$ cat config.mk
export PLATFORM = sky130hd
export DESIGN_NAME = wallace_mult
export DESIGN_NICKNAME = d
export VERILOG_FILES = /design/src/rtl/wallace_mult.sv
export SDC_FILE = /design/constraint.sdc
export NUM_CORES = 2
export LEC_CHECK = 0
export ABC_AREA = 1
export CAP_MARGIN = 40
export CORE_ASPECT_RATIO = 0.5
export CORE_MARGIN = 8
export CORE_UTILIZATION = 60
export CTS_BUF_LIST = sky130_fd_sc_hd__clkbuf_4 sky130_fd_sc_hd__clkbuf_8 sky130_fd_sc_hd__clkbuf_16
export DETAILED_ROUTE_END_ITERATION = 16
export GPL_ROUTABILITY_DRIVEN = 0
export MAX_ROUTING_LAYER = met4
export PLACE_DENSITY = 0.81
export SYNTH_ARGS = -nofsm -noshare
export SYNTH_HDL_FRONTEND = slang
export SYNTH_SLANG_ARGS = --single-unit
$ cat constraint.sdc
create_clock -name clock -period 33.5 [get_ports clock]
set_clock_uncertainty 0.15 [all_clocks]
set_input_delay 10.05 -clock clock [delete_from_list [all_inputs] [get_ports clock]]
set_output_delay 10.05 -clock clock [all_outputs]
set_load 0.01 [all_outputs]
$ cat src/rtl/wallace_mult.sv
// ============================================================================
// Module   : wallace_mult
// Purpose  : 32x32 unsigned Wallace-tree multiplier, combinational product c
//            plus a registered copy c_q.
// Revision : 1.0  initial release
// ============================================================================
`default_nettype none

module wallace_mult (
    input  logic        clock,
    input  logic        reset,
    input  logic [31:0] a,
    input  logic [31:0] b,
    output logic [63:0] c,
    output logic [63:0] c_q
);

    localparam int c_N_PP   = 32;
    localparam int c_NSTAGE = 8;

    // Row count after s stages of 3:2 reduction (groups of three rows become two).
    function automatic int rows_at(input int s);
        int n;
        n = c_N_PP;
        for (int i = 0; i < s; i++) begin
            n = (n / 3) * 2 + (n % 3);
        end
        return n;
    endfunction

    logic [63:0] w_pp [0:c_N_PP-1];
    logic [63:0] w_sum;

    genvar gi;
    generate
        for (gi = 0; gi < c_N_PP; gi++) begin : g_pp
            assign w_pp[gi] = {32'd0, (a & {32{b[gi]}})} << gi;
        end
    endgenerate

    genvar gs, gg, gr;
    generate
        for (gs = 0; gs < c_NSTAGE; gs++) begin : g_stage
            localparam int N_IN  = rows_at(gs);
            localparam int N_GRP = N_IN / 3;
            localparam int N_REM = N_IN % 3;
            localparam int N_OUT = rows_at(gs + 1);

            logic [63:0] w_in  [0:N_IN-1];
            logic [63:0] w_row [0:N_OUT-1];

            if (gs == 0) begin : g_src_pp
                for (gr = 0; gr < N_IN; gr++) begin : g_cp
                    assign w_in[gr] = w_pp[gr];
                end
            end else begin : g_src_prev
                for (gr = 0; gr < N_IN; gr++) begin : g_cp
                    assign w_in[gr] = g_stage[gs-1].w_row[gr];
                end
            end

            // Bitwise full adders per column; the carry shifted out of bit 63
            // is always zero because the exact product fits in 64 bits.
            for (gg = 0; gg < N_GRP; gg++) begin : g_fa
                assign w_row[2*gg]   = w_in[3*gg] ^ w_in[3*gg+1] ^ w_in[3*gg+2];
                assign w_row[2*gg+1] = ((w_in[3*gg]   & w_in[3*gg+1]) |
                                        (w_in[3*gg]   & w_in[3*gg+2]) |
                                        (w_in[3*gg+1] & w_in[3*gg+2])) << 1;
            end

            for (gr = 0; gr < N_REM; gr++) begin : g_pass
                assign w_row[2*N_GRP+gr] = w_in[3*N_GRP+gr];
            end
        end
    endgenerate

    assign w_sum = g_stage[c_NSTAGE-1].w_row[0] + g_stage[c_NSTAGE-1].w_row[1];
    assign c     = w_sum;

    logic [63:0] r_c_q;

    always_ff @(posedge clock or posedge reset) begin
        if (reset) begin
            r_c_q <= 64'd0;
        end else begin
            r_c_q <= w_sum;
        end
    end

    assign c_q = r_c_q;

endmodule

`default_nettype wire

* Yosys cells after proc, flatten, opt, wreduce, memory -nomap -nowiden
Cells that the tools add are included.
** Storage, ports and cells
- Logic and storage cells :: 244
- Flip-flop bits (word level) :: 64
- Output and inout port bits :: 128
** Operators by class
- Bitwise operators :: 242
- $add $sub $neg :: 1
** Operators by type and width (count)
- $and 63x63->63 :: 19
- $and 32x32->32 :: 32
- $or 63x63->63 :: 14
- $xor 64x64->64 :: 11
- $or 55x55->55 :: 3
- $and 62x63->63 :: 2
- $or 63x56->63 :: 2
- $and 61x62->62 :: 2
- $or 62x62->62 :: 2
- $and 59x60->60 :: 2
- $xor 59x60->60 :: 2
- $and 56x59->59 :: 2
- $and 56x58->58 :: 2
- $and 53x55->55 :: 2
- $and 50x51->51 :: 2
- $xor 50x51->51 :: 2
- $and 47x49->49 :: 2
- $xor 47x48->48 :: 2
- $and 42x47->47 :: 2
- $or 47x47->47 :: 2
- $and 44x46->46 :: 2
- $or 46x46->46 :: 2
- $and 41x42->42 :: 2
- $xor 41x42->42 :: 2
- 121 further kinds :: 126

* Logic depth before layout (Yosys ltp)
- Word-level depth :: 26
- Mapped depth :: 30
- Gate-level depth less buffers :: 29

* Worst setup path before layout
Ideal clock, no wire load.
- Kind :: in2out
- From :: input port b[25]
- To :: output port c[38]
- Stages :: 25
- Arrival :: 15682 ps
- Buffers on the path :: 1
- Required time :: 23300 ps
- Path slack :: 7618 ps
- Cell sequence :: clkbuf_1 nand2_1 inv_1 fa_1 fa_1 inv_1 fa_1 inv_1 fa_1 fa_1 inv_1 fa_1 fa_1 inv_1 fa_1 ha_1 nand2_1 nor2_1 inv_1 nor2_4 nand2_1 nand2_1 inv_1 nand2_1 xor2_1
** On the way
- Longest elaborated chain between the ends :: 24
- Elaborated cells on any way between the ends :: 55
- Classes of those cells :: add/sub (1); bitwise (54)
** Ends and longest elaborated chain
- from (decl) :: line 13 : input logic [31:0] b,
- $and 32x32->32 (*) :: line 37 : assign w_pp[gi] = {32'd0, (a & {32{b[gi]}})} << gi;
- $and 56x57->57 :: line 66 : assign w_row[2*gg+1] = ((w_in[3*gg] & w_in[3*gg+1]) |
- $or 57x58->58 :: line 66
- $or 58x58->58 :: line 67 : (w_in[3*gg] & w_in[3*gg+2]) |
- $and 56x59->59 :: line 67
- $or 58x59->59 :: line 66
- $or 59x59->59 :: line 67
- $and 56x60->60 :: line 67
- (+8 left out)
- $or 63x63->63 :: line 67
- $and 63x63->63 :: line 66
- $or 63x63->63 :: line 66
- $or 63x63->63 :: line 67
- $and 63x63->63 :: line 66
- $or 63x63->63 :: line 66
- $or 63x63->63 :: line 67
- $add 64x64->64 (*) :: line 77 : assign w_sum = g_stage[c_NSTAGE-1].w_row[0] + g_stage[c_NSTAGE-1].w_row[1];
- to (decl) :: line 14 : output logic [63:0] c,
Every way passes the cells marked *; elsewhere a longest branch is shown, timed or not.

* Final worst setup path
- From :: input port a[8]
- To :: output port c[32]
** On the way
- Longest elaborated chain between the ends :: 26
- Elaborated cells on any way between the ends :: 209
- Classes of those cells :: add/sub (1); bitwise (208)
** Ends and longest elaborated chain
- from (decl) :: line 12 : input logic [31:0] a,
- $and 32x32->32 :: line 37
- $and 32x33->33 or $and 32x34->34 (tied branches) :: line 66, 67
- $or 33x34->34 :: line 66
- $or 34x34->34 :: line 67
- $and 34x35->35 :: line 66
- $or 35x37->37 :: line 66
- $or 37x37->37 :: line 67
- $and 37x38->38 :: line 66
- (+10 left out)
- $or 63x63->63 :: line 67
- $and 63x63->63 :: line 66
- $or 63x63->63 :: line 66
- $or 63x63->63 :: line 67
- $and 63x63->63 :: line 66
- $or 63x63->63 :: line 66
- $or 63x63->63 :: line 67
- $add 64x64->64 (*) :: line 77
Marks and branches as above.

==> results.sh <==
export IMPL_cts_tree="built"
export IMPL_grt_pass1_wl_mm=175.4
export IMPL_yosysTopAreaCell="fa_1"
export IMPL_setup_worst_path_class="input pin to output pin"
export IMPL_track_usage_pct=33.23
export IMPL_grt_pass1_vias=33430
export IMPL_synth_cell_types=28
export IMPL_synth_top_cell_area_share_pct=49.75
export IMPL_cts_sinks=64
export IMPL_vias_per_cell=5.332
export IMPL_drv_cap=0
export IMPL_ant_nets=0
export IMPL_finalCritPeriodShare_pct=84.27
export IMPL_worstPathArrival_ns=18.03
export IMPL_die_h_um=190.5
export IMPL_wirelength_mm=107.6
export IMPL_path_clk_slew_ns=0.06
export IMPL_synthesis_area_mm2=0.03654
export IMPL_final_nets=6043
export IMPL_synth_edff_count=0
export IMPL_setup_violations=0
export IMPL_startpoint_type="input pin"
export IMPL_synth_seq_cells=64
export IMPL_h_tree_depth=3
export IMPL_grt_overflow=0
export IMPL_antenna_found_initial=1
export IMPL_max_slew_margin_pct=33.54
export IMPL_synth_compound_area_share_pct=0.5685
export IMPL_grt_max_degree=65
export IMPL_dieArea_mm2=0.06953
export IMPL_cp_top_family="adder cells"
export IMPL_synthCells=4798
export IMPL_cp_startpoint="a[8]"
export IMPL_initial_core_util_pct=60.19
export IMPL_rsz0062_at_grt="no"
export IMPL_cp_cell_sequence="clkdlybuf4s50_1 > buf_4 > nand2_1 > fa_1 > fa_1 > fa_1 > fa_1 > fa_1 > fa_1 > fa_1 > fa_1 > inv_1 > ha_1 > nand2_1 > nor2_1 > nand2_1 > inv_1 > nand3_1 > nand3_1 > xor2_1 > clkdlybuf4s50_1"
export IMPL_cts_root_buf="clkbuf_16"
export IMPL_drt_initial_drc_count=3263
export IMPL_cts_hold_buf=0
export IMPL_cp_max_fo=32
export IMPL_synth_ff_type="dfrtp_1"
export IMPL_cp_num_buf_inv=5
export IMPL_core_area_mm2=0.06070
export IMPL_drive_above_1_share_pct=2.593
export IMPL_cts_resized=0
export IMPL_ys_warn_count=0
export IMPL_fin_crit_ns=28.23
export IMPL_yosys_top_cells_count="inv_1 (1,653), nand2_1 (1,483), fa_1 (908)"
export IMPL_synth_xor_xnor_area_share_pct=0.7192
export IMPL_synthTopCellsByArea="fa_1 (50%), inv_1 (17%), nand2_1 (15%)"
export IMPL_drt_drc_violations_left=0
export IMPL_fillers=4951
export IMPL_fin_setup_tns_ns=0
export IMPL_fp_row_count=64
export IMPL_hp_class="input pin to asynchronous set/reset pin"
export IMPL_first_pass_iters=6
export IMPL_drv_slew=0
export IMPL_die_w_um=365.0
export IMPL_outcome="completed"
export IMPL_crit_path_end_kind="output pin"
export IMPL_ios=194
export IMPL_yosysMostFrequentCell="inv_1"
export IMPL_numCtsBuffers=9
export IMPL_wl_per_cell_um=18.93
export IMPL_hold_viol=0
export IMPL_synth_mux_area_fraction_pct=0
export IMPL_vias=30320
export IMPL_max_clock_freq_mhz=35.42
export IMPL_ys_seq_area_share_pct=4.383
export IMPL_dpl_hpwl_mm=85.02
export IMPL_largest_register_ff_count=64
export IMPL_worstPathRequired_ns=23.30
export IMPL_async_flop_share_pct=100.0
export IMPL_cts_buffer_depth=2
export IMPL_synth_fa_ha_area_share_pct=57.08
export IMPL_synthSimpleGateAreaFrac_pct=18.26
export IMPL_io_buffer_count=193
export IMPL_worstMarginPinSlew_ns=0.9970
export IMPL_critPathMaxStageDelay_ns=0.67
export IMPL_synthesis_nets=5986
export IMPL_syn2layout_area_growth_pct=7.688
export IMPL_critPathMostFrequentCell="fa_1"
export IMPL_synth_top_family_by_area="adder cells"
export IMPL_cp_slowest_cell="fa_1"
export IMPL_synthesis_area_per_instance_um2=7.615
export IMPL_post_cts_setup_buffers=0
## final cells by class
cell class | count | area, um^2 | area share [%]
Inverter | 1656 | 6216 | 15.80
Clock buffer | 10 | 239.0 | 0.6074
Antenna cell | 1 | 2.502 | 0.006360
Sequential cell | 64 | 1602 | 4.070
Multi-Input combinational cell | 2886 | 28000 | 71.16
Clock inverter | 6 | 66.31 | 0.1685
Timing Repair Buffer | 238 | 2190 | 5.565
Tap cell | 825 | 1032 | 2.624
## cells in the final DEF, fill, tap and decap left out, drive strengths merged
cell	count
nand2	1491
inv	1658
a21o	2
diode	1
and2	6
xor2	26
o21a	2
nor2	111
fa	908
ha	214
nand4	15
o21bai	3
or2	2
clkinv	3
xnor2	4
nor3	8
clkdlybuf4s50	168
nand3b	2
and3	2
nand3	59
buf	69
a21oi	29
dfrtp	64
bufinv	1
o21ai	2
clkbuf	11
## layer usage
metal | vias up | GRT usage, % | wire, um
li1 | 13050 | - | -
met4 | 0 | 12.79 | 4946
met3 | 409 | 11.72 | 15990
met1 | 14850 | 41.01 | 38830
met5 | - | - | 0
met2 | 2009 | 50.55 | 47850
## metrics by stage
step / setup slack (ns) / instances / utilization, % / instance area, um^2 / hold slack, ns
floorplan: 7.618 / 4798 / - / 36540 / 10.07
global placement: 5.577 / 5666 / 64.20 / 38970 / 10.51
detailed placement: 5.559 / 5669 / 64.31 / 39040 / 10.54
CTS: 5.552 / 5685 / 64.82 / 39340 / 10.15
global route: 5.091 / 5686 / 64.82 / 39350 / 10.21
finish: 5.271 / 5686 / 64.82 / 39350 / 10.14
## path summary, 6_finish.rpt
kind,to,slack (ns),cells after the start
max in group asynchronous,c_q[60],22.50,3
hold / removal,c_q[14],10.14,3
setup / recovery,c[32],5.27,21
min in group clock,c_q[0],10.44,4
## logic make-up after synthesis
group,after synthesis
buffers and inverters,1848
AND/OR/NAND/NOR,1696
adder cells (fa/ha/maj),1122
flip-flops,64
AO/OA/AOI/OAI,38
XOR/XNOR,30
Power is left out: the tool's default activity adds up to more than one toggle a clock period on the data nets, which glitch-free logic cannot reach.
